--- config.mk ---
export PLATFORM = sky130hd
export DESIGN_NAME = seg_scan_arbiter
export DESIGN_NICKNAME = d
export VERILOG_FILES = /design/src/rtl/seg_scan_arbiter.sv
export SDC_FILE = /design/constraint.sdc
export NUM_CORES = 1
export LEC_CHECK = 0
export CORE_ASPECT_RATIO = 2
export CORE_UTILIZATION = 50
export DETAILED_ROUTE_END_ITERATION = 12
export GPL_TIMING_DRIVEN = 0
export PLACE_DENSITY = 0.86
export SLEW_MARGIN = 20
export SYNTH_ARGS = -nofsm -noshare
export SYNTH_HDL_FRONTEND = slang
export SYNTH_SLANG_ARGS = --single-unit
--- constraint.sdc ---
create_clock -name clk -period 5.5 [get_ports clk]
set_input_delay 1.1 -clock clk [delete_from_list [all_inputs] [get_ports clk]]
set_output_delay 1.1 -clock clk [all_outputs]
set_load 0.1 [all_outputs]
--- src/rtl/seg_scan_arbiter.sv ---
// Four-digit seven-segment scanner shared by two clients through a frame-aligned round-robin arbiter.
// Optional leading-zero blanking is enabled by defining SEG_LZ_BLANK_EN.
module seg_scan_arbiter #(
  parameter int SCAN_DIV    = 100000,
  parameter int HOLD_FRAMES = 8
) (
  input  logic        clk,
  input  logic        rstb,
  input  logic        req_a,
  input  logic [15:0] val_a,
  input  logic [3:0]  dp_a,
  input  logic        req_b,
  input  logic [15:0] val_b,
  input  logic [3:0]  dp_b,
  output logic        gnt_a,
  output logic        gnt_b,
  output logic        frame_tick,
  output logic [3:0]  digit,
  output logic [7:0]  seg
);

  localparam int CW = (SCAN_DIV > 1) ? $clog2(SCAN_DIV) : 1;
  localparam int HW = $clog2(HOLD_FRAMES + 1);
  localparam logic [CW-1:0] CNT_MAX = CW'(SCAN_DIV - 1);

  localparam logic [1:0] IDLE  = 2'd0;
  localparam logic [1:0] OWN_A = 2'd1;
  localparam logic [1:0] OWN_B = 2'd2;

  logic [CW-1:0] cnt_reg, cnt_next;
  logic [1:0]    idx_reg, idx_next;
  logic [1:0]    state_reg, state_next;
  logic [HW-1:0] held_reg, held_next;
  logic          rr_reg, rr_next;
  logic [15:0]   buf_val_reg, buf_val_next;
  logic [3:0]    buf_dp_reg, buf_dp_next;
  logic [3:0]    digit_reg, digit_next;
  logic [7:0]    seg_reg, seg_next;
  logic          gnt_a_reg, gnt_b_reg, frame_tick_reg;
  logic          boundary, hold_done;
  logic [3:0]    nibble;

  function automatic logic [6:0] hex_to_seg(input logic [3:0] h);
    case (h)
      4'h0: hex_to_seg = 7'h3F;
      4'h1: hex_to_seg = 7'h06;
      4'h2: hex_to_seg = 7'h5B;
      4'h3: hex_to_seg = 7'h4F;
      4'h4: hex_to_seg = 7'h66;
      4'h5: hex_to_seg = 7'h6D;
      4'h6: hex_to_seg = 7'h7D;
      4'h7: hex_to_seg = 7'h07;
      4'h8: hex_to_seg = 7'h7F;
      4'h9: hex_to_seg = 7'h6F;
      4'hA: hex_to_seg = 7'h77;
      4'hB: hex_to_seg = 7'h7C;
      4'hC: hex_to_seg = 7'h39;
      4'hD: hex_to_seg = 7'h5E;
      4'hE: hex_to_seg = 7'h79;
      default: hex_to_seg = 7'h71;
    endcase
  endfunction

  // A nibble is a leading zero when it and every nibble above it are zero; nibble 0 always shows.
  function automatic logic lz_blank(input logic [15:0] v, input logic [1:0] i);
    case (i)
      2'd1:    lz_blank = (v[15:4] == 12'h000);
      2'd2:    lz_blank = (v[15:8] == 8'h00);
      2'd3:    lz_blank = (v[15:12] == 4'h0);
      default: lz_blank = 1'b0;
    endcase
  endfunction

  assign boundary  = (cnt_reg == CNT_MAX) && (idx_reg == 2'd3);
  assign hold_done = (int'(held_reg) + 1) >= HOLD_FRAMES;

  always_comb begin
    cnt_next     = (cnt_reg == CNT_MAX) ? '0 : cnt_reg + 1'b1;
    idx_next     = (cnt_reg == CNT_MAX) ? idx_reg + 2'd1 : idx_reg;
    state_next   = state_reg;
    held_next    = held_reg;
    rr_next      = rr_reg;
    buf_val_next = buf_val_reg;
    buf_dp_next  = buf_dp_reg;

    if (boundary) begin
      case (state_reg)
        OWN_A: begin
          if (!req_a)
            state_next = req_b ? OWN_B : IDLE;
          else if (req_b && hold_done)
            state_next = OWN_B;
        end
        OWN_B: begin
          if (!req_b)
            state_next = req_a ? OWN_A : IDLE;
          else if (req_a && hold_done)
            state_next = OWN_A;
        end
        default: begin
          if (req_a && req_b)
            state_next = rr_reg ? OWN_B : OWN_A;
          else if (req_a)
            state_next = OWN_A;
          else if (req_b)
            state_next = OWN_B;
        end
      endcase

      if (state_next != state_reg) begin
        held_next = '0;
        if (state_next == OWN_A) rr_next = 1'b1;
        if (state_next == OWN_B) rr_next = 1'b0;
      end else if (state_reg != IDLE && int'(held_reg) < HOLD_FRAMES) begin
        held_next = held_reg + 1'b1;
      end

      case (state_next)
        OWN_A:   begin buf_val_next = val_a; buf_dp_next = dp_a; end
        OWN_B:   begin buf_val_next = val_b; buf_dp_next = dp_b; end
        default: begin buf_val_next = '0;    buf_dp_next = '0;   end
      endcase
    end
  end

  // Display outputs are computed from next-cycle state so they line up with idx and grants.
  always_comb begin
    nibble     = buf_val_next[{idx_next, 2'b00} +: 4];
    digit_next = 4'b0000;
    seg_next   = 8'h00;
    if (state_next != IDLE) begin
      digit_next = 4'b0001 << idx_next;
`ifdef SEG_LZ_BLANK_EN
      seg_next[6:0] = lz_blank(buf_val_next, idx_next) ? 7'h00 : hex_to_seg(nibble);
`else
      seg_next[6:0] = hex_to_seg(nibble);
`endif
      seg_next[7] = buf_dp_next[idx_next];
    end
  end

  always_ff @(posedge clk) begin
    if (!rstb) begin
      cnt_reg        <= '0;
      idx_reg        <= '0;
      state_reg      <= IDLE;
      held_reg       <= '0;
      rr_reg         <= 1'b0;
      buf_val_reg    <= '0;
      buf_dp_reg     <= '0;
      digit_reg      <= '0;
      seg_reg        <= '0;
      gnt_a_reg      <= 1'b0;
      gnt_b_reg      <= 1'b0;
      frame_tick_reg <= 1'b0;
    end else begin
      cnt_reg        <= cnt_next;
      idx_reg        <= idx_next;
      state_reg      <= state_next;
      held_reg       <= held_next;
      rr_reg         <= rr_next;
      buf_val_reg    <= buf_val_next;
      buf_dp_reg     <= buf_dp_next;
      digit_reg      <= digit_next;
      seg_reg        <= seg_next;
      gnt_a_reg      <= (state_next == OWN_A);
      gnt_b_reg      <= (state_next == OWN_B);
      frame_tick_reg <= boundary;
    end
  end

  assign gnt_a      = gnt_a_reg;
  assign gnt_b      = gnt_b_reg;
  assign frame_tick = frame_tick_reg;
  assign digit      = digit_reg;
  assign seg        = seg_reg;

  // lz_blank is only referenced when blanking is built in.
`ifndef SEG_LZ_BLANK_EN
  logic unused_lz;
  assign unused_lz = lz_blank(16'h0000, 2'd0);
`endif

endmodule

==> flow_summary.json <==
{
  "endpoint_kind": "register",
  "diodes": 0,
  "holdBufCountCts": 0,
  "post_drt_wl_per_cell_um": 16.2,
  "critical_path_class": "input pin to register",
  "cts_tree": "yes",
  "numCtsBuffers": 9,
  "syn_nets": 476,
  "drc": 0,
  "dp_hpwl_um": 6880,
  "cp_max_fo": 10,
  "cts_sinks": 61,
  "design_area_mm2": 0.00456,
  "viasPerCell": 5.90,
  "synth_area_leaders": "dfxtp_1, mux2i_1, nor2_1",
  "ctsResizeCount": 1,
  "grt_max_degree": 13,
  "drt_iter0_drc": 308,
  "rows": 43,
  "postCtsSetupRepairBufs": 0,
  "critPathArrivalTime_ns": 5.30,
  "die_area_mm2": 0.00751,
  "grt_use_total_pct": 27.8,
  "num_vias": 3403,
  "status": "finished clean",
  "worst_slew_pin_slew_ns": 1.03,
  "path_clk_slew_ns": 0.06,
  "gr-total-overflow": 0,
  "clockBufferDepth": 2,
  "synth_edf_count": 0,
  "drive_above_1_share_pct": 10.1,
  "wl_met2_um": 5210,
  "fmax_ghz": 0.198,
  "slew_violations": 0,
  "slew_headroom_pct": 29.1,
  "crit_required_ns": 5.75,
  "hold_viol": 0,
  "leakage_nw": 1.73,
  "die_h_um": 122,
  "ys_async_sr_fraction_pct": 0,
  "post_dp_cell_area_mm2": 0.00426,
  "synthFlopType": "dfxtp_1",
  "hp-class": "register to register",
  "period_needed_ns": 5.05,
  "rsz0062_at_grt": "no",
  "io_pins": 59,
  "yosysSeqAreaShare_pct": 34.1,
  "start_util_pct": 51.5,
  "largest_reg_flops": 17,
  "place_ws_ns": -0.477,
  "syn_area_per_cell_um2": 8.60,
  "synth.largest_area_cell": "dfxtp_1",
  "io_buffers": 57,
  "syn_inst": 416,
  "route.met3.wl_um": 381,
  "final_nets": 542,
  "fp.dieW_um": 61.8,
  "final-setup-viol-count": 0,
  "peakVddDrop_uv": 245,
  "synth_seq_cells": 61,
  "grt_pass1_wl_um": 15300,
  "drv_cap": 0,
  "clk_latency_ns": 0.34,
  "skew_ns": 0.00579,
  "ant_nets": 0,
  "startpoint_type": "input pin",
  "antenna_found_initial": 0,
  "syn-cell-area_mm2": 0.00358,
  "drtPass1Iterations": 5,
  "setup_tns_ns": 0,
  "gp_congestion": 0.936,
  "grt_pass1_vias": 3455,
  "htree_levels": 3,
  "yosys_warnings": 0,
  "synth_cell_type_count": 58,
  "area_delta_synth_final_pct": 27.4,
  "root_buffer": "clkbuf_16",
  "wirelength_um": 9340,
  "min_period_over_period_pct": 91.8,
  "met1Wirelength_um": 3420,
  "top_layer": "met4",
  "synth_top_area_share_pct": 34.1,
  "layout_setup_ws_ns": 0.452,
  "core-area_mm2": 0.00694,
  "nFillCells": 550,
  "power.density_mw_per_mm2": 229
}
==> Yosys cell counts (all sizes together) (11+ instances only) <==
| library cell | count |
|---|---|
| a21oi | 15 |
| a22oi | 20 |
| clkbuf | 16 |
| dfxtp | 61 |
| ha | 16 |
| inv | 11 |
| mux2 | 11 |
| mux2i | 25 |
| nand2 | 43 |
| nand3 | 13 |
| nor2 | 55 |
| nor3 | 12 |
==> layer usage <==
metal / vias to the layer above / track usage [%]
li1: 1635 / -
met1: 1616 / 28.5
met2: 120 / 46.7
met3: 32 / 6.79
met4: 0 / 19.4
met5: - / 0
==> power breakdown <==
group           total, W  internal, W  switching [W]
Combinational  0.0000769    0.0000406      0.0000362
Sequential      0.000446     0.000444     0.00000190
Clock           0.000520     0.000304       0.000216
==> through the flow <==
stage	total power, W	util (%)	instances	hold WS [ns]
finish	0.00104	65.6	577	0.462
global route	0.00107	65.6	577	0.484
CTS	0.00104	65.3	578	0.464
detailed placement	0.000530	61.4	563	0.455
global placement	0.000529	61.4	563	0.442
floorplan	0.000487	-	416	0.430
==> final timing paths <==
path         slack [ns]          to  cells past startpoint    startpoint
max                0.45      seg[0]                     19         req_a
min                0.46  cnt_reg[0]                      1    cnt_reg[0]
max reg2reg        0.51      seg[0]                     22  state_reg[0]
min reg2reg        0.46  cnt_reg[0]                      1    cnt_reg[0]
==> kinds of logic after synthesis <==
family,count (synthesis),share of synthesized area [%]
AO/OA/AOI/OAI,81,16.6
buffers and inverters,36,4.20
flip-flops,61,34.1
AND/OR/NAND/NOR,164,22.3
XOR/XNOR,19,4.65
multiplexers,39,12.5
adder cells (fa/ha/maj),16,5.60
==> cell usage in the layout, fill, tap and decap left out, types with 8 or more instances in the layout <==
master,synthesis,layout
a21oi_1,15,15
a22oi_1,20,20
clkbuf_1,16,13
clkbuf_16,0,9
clkdlybuf4s50_1,0,57
dfxtp_1,61,61
ha_1,16,15
inv_1,11,11
mux2_2,11,11
mux2i_1,25,24
nand2_1,43,43
nand3_1,13,13
nor2_1,54,54
nor3_1,12,12
o21ai_0,8,8
xnor2_1,9,9
xor2_1,10,10
==> worst max-delay path, stage by stage <==
cell	delay (ns)
clkdlybuf4s50_1	0.60
nand2_1	0.09
mux2i_1	0.21
o221ai_2	0.23
inv_1	0.12
ha_1	0.19
clkbuf_2	0.28
clkbuf_2	0.28
a22oi_1	0.11
nor2_1	0.10
mux2i_1	0.09
mux2_2	0.30
mux2i_2	0.32
inv_1	0.16
ha_1	0.30
nor4_1	0.34
a31o_2	0.16
nor4_1	0.05
o31ai_1	0.25
==> cell type report <==
type	instances	area, um^2	share of cell area [%]
timing repair buffer	57	571	12.5
clock inverter	7	52.6	1.15
buffer	21	97.6	2.14
tap	90	113	2.47
sequential	61	1220	26.8
multi-input combinational	319	2230	48.9
inverter	13	48.8	1.07
clock buffer	9	225	4.94
Note: power is estimated with default switching activity, not from simulation.
==> patch 1: new RTL, same settings <==
Add a define of `SEG_LZ_BLANK_EN`.
--- a/src/rtl/seg_scan_arbiter.sv
+++ b/src/rtl/seg_scan_arbiter.sv
@@ -1,5 +1,7 @@
 // Four-digit seven-segment scanner shared by two clients through a frame-aligned round-robin arbiter.
 // Optional leading-zero blanking is enabled by defining SEG_LZ_BLANK_EN.
+`define SEG_LZ_BLANK_EN
+
 module seg_scan_arbiter #(
   parameter int SCAN_DIV    = 100000,
   parameter int HOLD_FRAMES = 8
Behaviour: no difference found for any inputs over 10 cycles, from zero or initial values and one cycle with rstb low; that may be too few to reach the edited logic, so the function may still have changed.
==> patch 1 against the original RTL <==
- total power is 4.9% higher
- die area increased by 4.2%
- critical path type unchanged
- design area increased by 3.9%
- via count increased by 3.4%
- highest routed layer unchanged
- area after synthesis grew 4.3%
- fmax fell by 3.7%
- first-iteration DRC count fell by 27%
- wire length increased by 9.7%
- sequential cell count did not move
- register-to-register slack worse by 0.07 ns
- setup slack got worse by 0.19 ns
- largest cell class unchanged
==> patch 1: results (changes against the original RTL) <==
* Placer congestion estimate at 0.9386 (+0.25%)
* GR Layer Usage met3 at 5.769% (-1.0 points)
* Leak pwr at 1.689 nW (-2.3%)
* Reg2reg setup slack at 0.44 ns (-0.07 ns)
* Inst Count DP at 577 (+2.5%)
* 1st-iter DRT viols at 224 (-27%)
* Combinational cell power at 0.0883 mW (+15%)
* Setup crit start: req_b
* Routing usage on met2 at 54.37% (+7.7 points)
* Worst Skew at 0.005878 ns (+0.00008376 ns)
* Delay of the slowest critical-path stage at 0.63 ns (+0.03 ns)
* Post-synth top flop: dfxtp_1
* Psw at 0.2442 mW (-3.8%)
* Worst Tran Pin Value at 0.9906 ns (-0.04331 ns)
* Met2 wire length at 5.887 mm (+13%)
* Worst vdd ir at 147.2 uV (-40%)
* Largest net degree at the start of global routing at 11 (-2)
* Layout cells sized above 1 at 11.58% (+1.5 points)
* Clk pwr at 0.560 mW (+7.7%)
* Number of global-route vias before repair at 3634 (+5.2%)
* Total GRT Usage at 28.11% (+0.35 points)
* Setup crit end: seg[6]
* Layout fillers at 588 (+6.9%)
* Syn. warnings at 0 (unchanged)
* Footprint of the multi-input gates at 2338 sq um (+5.0%)
* Vias at 3518 (+3.4%)
* Crit path arrival time at 5.49 ns (+0.19 ns)
* Yosys cell types at 75 (+29%)
* Post-CTS resize count at 0 (-1)
* Seq/Total Area, Yosys at 32.73% (-1.4 points)
* Layout Cells excl Fill at 593 (+2.8%)
* Worst hold slack at 0.4497 ns (-0.01230 ns)
* Synth top area cells: dfxtp_1, ha_1, a22oi_1, nand2_1, nor2_1
* Commonest cells post-synth: dfxtp_1, nand2_1, nor2_1, a22oi_1, a21oi_1
* Status: complete, no violations
* TritonRoute pass-1 iters at 4 (-1)
* HPWL Detailed at 7.836 mm (+14%)
* Routing usage on met1 at 24.09% (-4.4 points)
* Met1 wire length at 3.334 mm (-2.6%)
* Post-DP Area at 4417 sq um (+3.7%)
* Net Count, Synth at 488 (+2.5%)
* Met3 WL at 414 microns (+8.7%)
* Top cell type's share of synthesized area at 32.73% (-1.4 points)
==> patch 1: final cells by class <==
type / count / share of cell area [%]
tap: 92 / 2.433
buffer: 28 / 2.961
timing repair buffer: 57 / 12.06
inverter: 14 / 1.111
multi-input combinational: 325 / 49.42
clock buffer: 12 / 5.209
clock inverter: 4 / 1.005
sequential: 61 / 25.81
==> patch 1: per-stage QoR <==
| step | TNS, ns | setup WS (ns) |
|---|---|---|
| floorplan | 0 | 1.091 |
| finish | 0 | 0.2572 |
| detailed placement | -0.9678 | -0.3020 |
| CTS | 0 | 0.03383 |
| global route | 0 | 0.009840 |
| global placement | -0.2387 | -0.1714 |
==> patch 1: cell families after synthesis <==
group,after synthesis,synth area share (%)
simple gates,167,23.71
compound gates,103,20.56
flops,61,32.73
buf+inv,42,5.063
mux,21,7.646
xor+xnor,18,4.930
fa+ha+maj,16,5.365
==> patch 2: new RTL, same settings <==
Without the edit above. `buf_val_reg` and `buf_dp_reg` no longer have a reset.
--- a/src/rtl/seg_scan_arbiter.sv
+++ b/src/rtl/seg_scan_arbiter.sv
@@ -146,8 +146,6 @@
       state_reg      <= IDLE;
       held_reg       <= '0;
       rr_reg         <= 1'b0;
-      buf_val_reg    <= '0;
-      buf_dp_reg     <= '0;
       digit_reg      <= '0;
       seg_reg        <= '0;
       gnt_a_reg      <= 1'b0;
@@ -159,14 +157,17 @@
       state_reg      <= state_next;
       held_reg       <= held_next;
       rr_reg         <= rr_next;
-      buf_val_reg    <= buf_val_next;
-      buf_dp_reg     <= buf_dp_next;
       digit_reg      <= digit_next;
       seg_reg        <= seg_next;
       gnt_a_reg      <= (state_next == OWN_A);
       gnt_b_reg      <= (state_next == OWN_B);
       frame_tick_reg <= boundary;
     end
+  end
+
+  always_ff @(posedge clk) begin
+    buf_val_reg <= buf_val_next;
+    buf_dp_reg  <= buf_dp_next;
   end
 
   assign gnt_a      = gnt_a_reg;
Formal check against the unedited RTL: same outputs for any inputs over 10 cycles, from zero or initial values and one cycle with rstb low; that may be too few to reach the edited logic, so the function may still have changed.
==> patch 2 against the original RTL <==
- first-iteration DRC count down 31%
- total power is 2.4% lower
- clock power down 4.0%
- sequential cell count is the same
- wire length fell by 1.9%
- utilization grew 0.73 points
- design area decreased by 3.5%
- non-clock buffer count up 1
- die area down 3.5%
- area after synthesis is 3.6% lower
- setup slack lost 0.058 ns
- register-to-register slack worse by 0.12 ns
- worst hold slack worse by 0.019 ns
- critical path depth did not move
- critical path type is now flip-flop to flip-flop
- critical endpoint is now seg[1]
==> patch 2: results (changes against the original RTL) <==
* Slew HR at 35.02% (+5.9 points)
* HPWL Detailed at 6.952 mm (+1.0%)
* Global-route wire length before repair at 15.26 mm (-0.27%)
* Multiplexer share of the synthesized area at 5.588% (-6.9 points)
* Seq/Total Area, Yosys at 35.41% (+1.3 points)
* Worst vdd ir at 258.5 uV (+5.4%)
* Final net count at 525 (-3.1%)
* Layout buffer count excluding clock buffers at 79 (+1.3%)
* Combinational cell power at 0.0726 mW (-5.6%)
* Buffering overhead at 15.86% (+1.2 points)
* XOR/XNOR share of the synthesized area at 3.810% (-0.84 points)
* Critical path's slowest cell: dfxtp_1
* Seq pwr share at 43.9% (+1.1 points)
* Post-CTS resize count at 0 (-1)
* Net Count, Synth at 457 (-4.0%)
* Yosys cell types at 65 (+12%)
* Worst Skew at 0.008655 ns (+0.002861 ns)
* Footprint of the multi-input gates at 2049 sq um (-8.0%)
* Synth Instances at 397 (-4.6%)
* Layout cells sized above 1 at 10.02% (-0.040 points)
* Number of global-route vias before repair at 3395 (-1.7%)
* Commonest cells post-synth: dfxtp_1, nor2_1, nand2_1, a22oi_1, o31ai_1
* Comb pwr share at 7.1% (-0.3 points)
* Layout fillers at 557 (+1.3%)
* Num CTS Buffers at 9 (unchanged)
* Adder-cell share of the synthesized area at 5.806% (+0.21 points)
* DR vias/cell at 5.944 (+0.79%)
* Total GRT Usage at 28.37% (+0.60 points)
* Crit path arrival time at 5.33 ns (+0.03 ns)
* Placer congestion estimate at 0.9142 (-2.4%)
* Status: complete, no violations
* Non-clock inverter total of the final layout at 15 (+2)
* Largest net degree at the start of global routing at 11 (-2)
* Synth top area cells: dfxtp_1, ha_1, a22oi_1, nor2_1, o31ai_1
* Synth Area in Compound Gates at 23.26% (+6.6 points)
* HP Class: flip-flop to flip-flop
* Count of input and output buffers at 57 (unchanged)
* Area grow syn2layout at 27.43% (about the same)
* Leak pwr at 1.695 nW (-2.0%)
* 1st-iter DRT viols at 214 (-31%)
* Layout Cells excl Fill at 557 (-3.5%)
* Clock Network Area Fraction at 5.923% (-0.17 points)
* Worst slack, placed at -0.03485 ns (+0.4420 ns)
* Delay of the slowest critical-path stage at 0.44 ns (-0.16 ns)
* Multi-input gates at 299 (-6.3%)
* Drt wl/cell at 16.45 microns (+1.7%)
* Clock Buffer Count at 13 (+4)
* Crit path max-delay family: buffers and inverters
* Post-DP Area at 4129 sq um (-3.1%)
* Switching share of power at 21.84% (-2.5 points)
* Inst Count DP at 542 (-3.7%)
* TritonRoute pass-1 iters at 4 (-1)
* Seq area share at 27.79% (+0.98 points)
==> patch 2: cell count changes after synthesis, moves of 4 or more <==
cell	change
buf_6	+4
o31ai_1	+16
mux2_2	-4
o21ai_0	+6
nand2_1	-13
and2_1	-5
o2bb2ai_1	-6
mux2i_1	-15
nor2_1	-15
==> patch 2: worst paths after layout <==
kind	start	endpoint	slack [ns]	cells past startpoint
worst max-delay path	state_reg[1]	seg[1]	0.39	19
worst min-delay path	cnt_reg[0]	cnt_reg[0]	0.44	1
worst max register to register	state_reg[1]	seg[1]	0.39	19
worst min register to register	cnt_reg[0]	cnt_reg[0]	0.44	1
==> patch 2: layer usage <==
layer / up-vias / share of wire [%] / GRT usage, %
li1: 1599 / - / -
met1: 1582 / 34 / 26.78
met2: 96 / 57 / 49.18
met3: 34 / 4.0 / 7.383
met4: 0 / 4.6 / 20.88
met5: - / 0 / 0
